[config.mk]
export PLATFORM = sky130hd
export DESIGN_NAME = hex_display_ctrl
export DESIGN_NICKNAME = d
export VERILOG_FILES = /design/src/rtl/hex_ctrl_pkg.sv /design/src/rtl/key_debounce.sv /design/src/rtl/hex_display_ctrl.sv
export SDC_FILE = /design/constraint.sdc
export NUM_CORES = 1
export LEC_CHECK = 0
export ABC_CLOCK_PERIOD_IN_PS = 3200
export CELL_PAD_IN_SITES_DETAIL_PLACEMENT = 1
export CELL_PAD_IN_SITES_GLOBAL_PLACEMENT = 2
export CORE_MARGIN = 2
export CORE_UTILIZATION = 36
export CTS_CLUSTER_DIAMETER = 50
export DETAILED_ROUTE_END_ITERATION = 16
export MAX_ROUTING_LAYER = met4
export PLACE_DENSITY = 0.8
export SLEW_MARGIN = 10
export SYNTH_ARGS = -nofsm -noshare
export SYNTH_HDL_FRONTEND = slang
export SYNTH_SLANG_ARGS = --single-unit
[constraint.sdc]
create_clock -name CLOCK_50 -period 3.2 [get_ports CLOCK_50]
set_input_delay 0.64 -clock CLOCK_50 [delete_from_list [all_inputs] [get_ports CLOCK_50]]
set_output_delay 0.64 -clock CLOCK_50 [all_outputs]
set_load 0.005 [all_outputs]
[src/rtl/hex_ctrl_pkg.sv]
// Shared encodings and width helpers for the HEX0 display controller.
package hex_ctrl_pkg;

   localparam logic [1:0] MODE_SW    = 2'b00;
   localparam logic [1:0] MODE_CNT4  = 2'b01;
   localparam logic [1:0] MODE_CNT30 = 2'b10;
   localparam logic [1:0] MODE_OFF   = 2'b11;

   typedef enum logic [2:0] {
      ST_SW,
      ST_CNT4,
      ST_CNT30,
      ST_OFF,
      ST_SWITCH
   } hex_state_e;

   // Bits needed to count 0..n-1 (never less than one bit).
   function automatic int cnt_w(input int n);
      return (n > 1) ? $clog2(n) : 1;
   endfunction

   function automatic int deb_w(input int debounce_cycles);
      return cnt_w(debounce_cycles);
   endfunction

   // Blank counter holds the full load value, so it needs one extra code.
   function automatic int blank_w(input int blank_cycles);
      return cnt_w(blank_cycles + 1);
   endfunction

   function automatic hex_state_e mode_state(input logic [1:0] mode);
      case (mode)
         MODE_CNT4:  return ST_CNT4;
         MODE_CNT30: return ST_CNT30;
         MODE_OFF:   return ST_OFF;
         default:    return ST_SW;
      endcase
   endfunction

endpackage

[src/rtl/key_debounce.sv]
// KEY3 synchronizer and debouncer; emits a one-cycle pulse on an accepted press.
module key_debounce
   import hex_ctrl_pkg::*;
#(
   parameter int DEBOUNCE_CYCLES = 1000000
) (
   input  logic clk,
   input  logic reset,
   input  logic key_n,
   output logic press
);

   localparam int CW = deb_w(DEBOUNCE_CYCLES);
   localparam logic [CW-1:0] LAST = CW'(DEBOUNCE_CYCLES - 1);

   logic          key_m;
   logic          key_s;
   logic          stable;
   logic          stable_d;
   logic [CW-1:0] cnt;

   always_ff @(posedge clk) begin
      if (reset) begin
         key_m    <= 1'b1;
         key_s    <= 1'b1;
         stable   <= 1'b1;
         stable_d <= 1'b1;
         cnt      <= '0;
         press    <= 1'b0;
      end else begin
         key_m    <= key_n;
         key_s    <= key_m;
         stable_d <= stable;
         press    <= stable_d & ~stable;
         // Any sample agreeing with the stable level restarts the run.
         if (key_s == stable) begin
            cnt <= '0;
         end else if (cnt == LAST) begin
            stable <= key_s;
            cnt    <= '0;
         end else begin
            cnt <= cnt + CW'(1);
         end
      end
   end

endmodule

[src/rtl/hex_display_ctrl.sv]
// HEX0 display sequencer: mode FSM with blanking on mode change and
// registered strobes to the press counter and the free-running counter.
module hex_display_ctrl
   import hex_ctrl_pkg::*;
#(
   parameter int DEBOUNCE_CYCLES = 1000000,
   parameter int BLANK_CYCLES    = 4
) (
   input  logic       CLOCK_50,
   input  logic       reset,
   input  logic [1:0] sw_mode,
   input  logic [3:0] sw_val,
   input  logic       key_n,
   input  logic [3:0] cnt4_val,
   input  logic [3:0] cnt30_nib,
   output logic       cnt4_en,
   output logic       cnt4_clr,
   output logic       cnt30_en,
   output logic       cnt30_clr,
   output logic [3:0] dec_nibble,
   output logic       dec_blank,
   output logic [1:0] mode_cur
);

   localparam int BW = blank_w(BLANK_CYCLES);
   localparam logic [BW-1:0] BLANK_LOAD = BW'(BLANK_CYCLES);

   logic [1:0]    mode_m;
   logic [1:0]    mode_s;
   logic          press;

   hex_state_e    state, state_nx;
   logic [1:0]    target, target_nx;
   logic [BW-1:0] blank_cnt, blank_cnt_nx;
   logic [1:0]    mode_nx;
   logic          press_ok;
   logic          cnt4_en_nx, cnt4_clr_nx, cnt30_en_nx, cnt30_clr_nx;
   logic [3:0]    nibble_nx;
   logic          blank_nx;

   key_debounce #(
      .DEBOUNCE_CYCLES(DEBOUNCE_CYCLES)
   ) u_key (
      .clk   (CLOCK_50),
      .reset (reset),
      .key_n (key_n),
      .press (press)
   );

   always_ff @(posedge CLOCK_50) begin
      if (reset) begin
         mode_m     <= MODE_SW;
         mode_s     <= MODE_SW;
         state      <= ST_SW;
         target     <= MODE_SW;
         blank_cnt  <= '0;
         mode_cur   <= MODE_SW;
         cnt4_en    <= 1'b0;
         cnt4_clr   <= 1'b0;
         cnt30_en   <= 1'b0;
         cnt30_clr  <= 1'b0;
         dec_nibble <= 4'h0;
         dec_blank  <= 1'b1;
      end else begin
         mode_m     <= sw_mode;
         mode_s     <= mode_m;
         state      <= state_nx;
         target     <= target_nx;
         blank_cnt  <= blank_cnt_nx;
         mode_cur   <= mode_nx;
         cnt4_en    <= cnt4_en_nx;
         cnt4_clr   <= cnt4_clr_nx;
         cnt30_en   <= cnt30_en_nx;
         cnt30_clr  <= cnt30_clr_nx;
         dec_nibble <= nibble_nx;
         dec_blank  <= blank_nx;
      end
   end

   always_comb begin
      state_nx     = state;
      target_nx    = target;
      blank_cnt_nx = blank_cnt;
      mode_nx      = mode_cur;
      press_ok     = 1'b0;
      cnt4_en_nx   = 1'b0;
      cnt4_clr_nx  = 1'b0;
      cnt30_en_nx  = 1'b0;
      cnt30_clr_nx = 1'b0;
      nibble_nx    = 4'h0;
      blank_nx     = 1'b1;

      // A new mode request takes priority over both exit and presses.
      if (state == ST_SWITCH) begin
         if (mode_s != target) begin
            target_nx    = mode_s;
            blank_cnt_nx = BLANK_LOAD;
         end else if (blank_cnt == BW'(1)) begin
            state_nx = mode_state(target);
            mode_nx  = target;
         end else begin
            blank_cnt_nx = blank_cnt - BW'(1);
         end
      end else if (mode_s != mode_cur) begin
         state_nx     = ST_SWITCH;
         target_nx    = mode_s;
         blank_cnt_nx = BLANK_LOAD;
      end else begin
         press_ok = press;
      end

      // Outputs are registered from the state being entered.
      case (state_nx)
         ST_SW: begin
            nibble_nx = sw_val;
            blank_nx  = 1'b0;
         end
         ST_CNT4: begin
            nibble_nx  = cnt4_val;
            blank_nx   = 1'b0;
            cnt4_en_nx = press_ok;
         end
         ST_CNT30: begin
            nibble_nx    = cnt30_nib;
            blank_nx     = 1'b0;
            cnt30_en_nx  = ~press_ok;
            cnt30_clr_nx = press_ok;
         end
         ST_SWITCH: begin
            cnt4_clr_nx  = (target_nx == MODE_CNT4);
            cnt30_clr_nx = (target_nx == MODE_CNT30);
         end
         default: ;
      endcase
   end

endmodule

==> summary.md <==
| Metric | Value |
|---|---|
| Run status | completed |
| Slew at the pin closest to its max-slew limit | approximately 0.8 ns |
| Initial antenna violation count | 0 |
| Clock latency on the worst-skew pair | 0.30 ns |
| Leak Pwr | 0.897 nW |
| Die ar. | between 6000 and 7000 µm² |
| Number of H-tree branching levels | 2 |
| DRC errors left | 0 |
| Reg-to-reg setup timing slack | approximately 1.2 ns |
| Most frequent cells in the layout | dfxtp_1 (48), nor2_1 (32), clkdlybuf4s50_1 (27) |
| CP max stage cell | dfxtp_1 |
| Diode count | 0 |
| Overall die height | slightly below 80 µm |
| Count of final max-slew check failures | 0 |
| Wire length of the first global-routing pass | 6750 µm |
| Worst reg2reg path startpoint | mode_s[0] |
| Critical setup path kind | flop to flop |
| Total number of yosys warnings | 0 |
| CTS tree | yes |
| Worst Setup Start Kind | flop |
| Clock power share | 0.394 |
| Max rail drop VDD | roughly 0.00028 V |
| Violation count after the first detailed-routing iteration | 31 |
| Final worst-path cycle share | 0.610 |
| Sum of negative setup slack | 0 ns |
| Setup repair after global routing missed its margin | false |
| Count of hold buffers inserted by post-cts repair | 0 |
| Worst rel slew slack | 0.463 |
| Initial core utilization | 0.367 |
| DP Worst Slack | between 1 and 1.5 ns |
| Cell Area, Placed | 2320 µm² |
| Start point of the worst min-delay path | u_key.key_m |
| Worst hold path type | flop to flop |
| Core ar. | about 5400 µm² |
| WP buf/inv | 0 |
| Worst-case reg-to-reg path depth | 5 |
| Buffers added on ports | 27 |
| Post-synthesis area per instance | 9.49 µm² |
| Sw power | 243 µW |
| Highest attainable clock frequency | just over 0.5 GHz |
| Floorplan row count | 27 |
| Global router's overall resource usage | 0.143 |
| Cell depth of the worst min-delay path | 1 |
| Post-synthesis async set-or-reset flop share | 0 |
| Terminus of the critical flop-to-flop path | dec_nibble[0] |
| Arrival time worst endpoint | roughly 2.2 ns |
| Post-synthesis cell count | around 210 |
| Cells along the critical path | xor2_1 > nor2_1 > a32oi_4 > nand3_1 > o22ai_1 |
| DR vias/cell | 4.78 |
| Average routed wire per standard cell | about 12 µm |
| Cell family contributing the most delay on the critical path | compound AO/OA/AOI/OAI gates |
| Root buffer cell | clkbuf_8 |
| Area growth from synthesis to final layout | 23.0% |
| Number of nets at the end of the flow | 258 |
| Hold endpoint | u_key.key_s |
| RD Place Congestion | 0.711 |
| Ratio of cells with drive above 1 in the final layout | 0.0921 |
| Post-synthesis sequential area ratio | 0.485 |
| Number of endpoints with negative hold slack in the final report | 0 |
| Worst Setup End Kind | flop |
| GRT overflow | 0 |
| Inst Count DP | roughly 300 |
| Count of instances resized after the clock tree is built | 0 |
| Maximum number of pins on one net before global-route repair | 20 |
| Most used DFF post-synth | dfxtp_1 |
| Setup slack after layout | ~1.2 ns |
| Die X-Extent | 78.2 µm |
| Seq pwr share | 0.534 |
| CTS max path bufs | 2 |
| Number of library cell types mapped by synthesis | between 40 and 50 |
| PnR Total Power | between 1 and 1.5 mW |
| Setup bufs post-CTS | 0 |
| Vias in the first global route | 1466 |
| Hold WS | 0.402 ns |
| Count of maximum capacitance violations | 0 |
| Final setup violation count | 0 |
| Number of buffers created by CTS | 5 |
| Largest stage delay, worst path | roughly 0.54 ns |
| Drt pass-1 iters | 4 |
| WP data required | roughly 3.4 ns |
| Maximum fanout count along the critical path | 9 |
| Post-detailed-placement half-perimeter wirelength | roughly 2800 µm |
| Leading cell type in the layout, fill and taps excluded | dfxtp_1 |
| Count of vias placed by the detailed router | 1487 |
| IO Count | 28 |
| Non-filler instance count after layout | 311 |
| Power density over the cells | 474 nW/µm² |
| Number of synthesized flops with an enable pin | 0 |
| Post-Synthesis Net Count | around 230 |
| Post-layout util | 0.451 |
| Switching Share | 0.210 |
| Post-Synthesis Cell Area | 1980 µm² |
| Clk_skew | 0.0134 ns |
| Post-route antenna net violation count | 0 |
| Cell area after layout | 2440 µm² |
| Synthesis-stage register bit count | 48 |
| Int Power | approximately 910 µW |
| Total length of routed wires | approximately 3800 µm |
| Clock-pin slew on the worst setup and hold paths | ~0.090 ns |
| Shortest period the worst path allows | 1.95 ns |
| Fraction of power consumed by combinational cells | 0.072 |
| CTS Sinks | 48 |
## power by group through the flow
stage	registers, mW	clock network (mW)	logic [mW]
floorplan	0.630	0	0.0465
global placement	0.632	0	0.0838
detailed placement	0.633	0	0.0845
CTS	0.619	0.471	0.0848
global route	0.621	0.503	0.0931
finish	0.618	0.455	0.0832
## layer usage
metal  track usage  wire, µm  vias up
met5             -         0        -
met4        0.0526        37        0
met3        0.0391       145        4
met2         0.230      1790       21
met1         0.172      1800      699
li1              -         -      763
## registers in the layout, summed over array words and instances, names as in the netlist, 2 cells and up
name        cells
blank_cnt       3
dec_nibble      4
mode_cur        2
mode_m          2
mode_s          2
state           3
target          2
u_key.cnt      20
## synthesized netlist by cell type, drive strengths merged (3+ instances only)
cell type,number,area share
a21oi,5,0.015
and4,4,0.019
buf,4,0.013
dfxtp,48,0.48
ha,3,0.019
inv,9,0.017
mux2i,7,0.035
nand2,12,0.023
nand3,10,0.025
nand4,4,0.013
nor2,32,0.061
nor2b,6,0.019
nor3,6,0.018
o22ai,4,0.013
or2,5,0.017
or3,3,0.0095
xnor2,9,0.040
xor2,14,0.062
## area by class of cell
cell class              count  area [µm²]
clock buffers               6        82.6
flip-flops and latches     48         961
well taps                  72        90.1
repair buffers             28         278
inverters                   9        33.8
multi-input cells         146         955
fillers                   625        2970
clock inverters             2        38.8
## cells by family after synthesis
group                    share of synthesized area
buffers and inverters                       0.0341
AO/OA/AOI/OAI                               0.0808
AND/OR/NAND/NOR                              0.245
flip-flops                                   0.485
multiplexers                                0.0353
XOR/XNOR                                     0.102
adder cells (fa/ha/maj)                     0.0189
## how the worst max path moves through the flow
stage / start / to / slack, ns / cells past startpoint
floorplan: blank_cnt[1] / blank_cnt[1] / 1.44 / 8
global placement: reset / u_key.cnt[18] / 1.15 / 4
detailed placement: reset / u_key.cnt[17] / 1.11 / 4
CTS: mode_s[0] / dec_nibble[0] / 1.20 / 5
global route: mode_s[0] / dec_nibble[2] / 0.98 / 5
finish: mode_s[0] / dec_nibble[0] / 1.25 / 5
No activity file was read; power rests on OpenSTA's default activity.
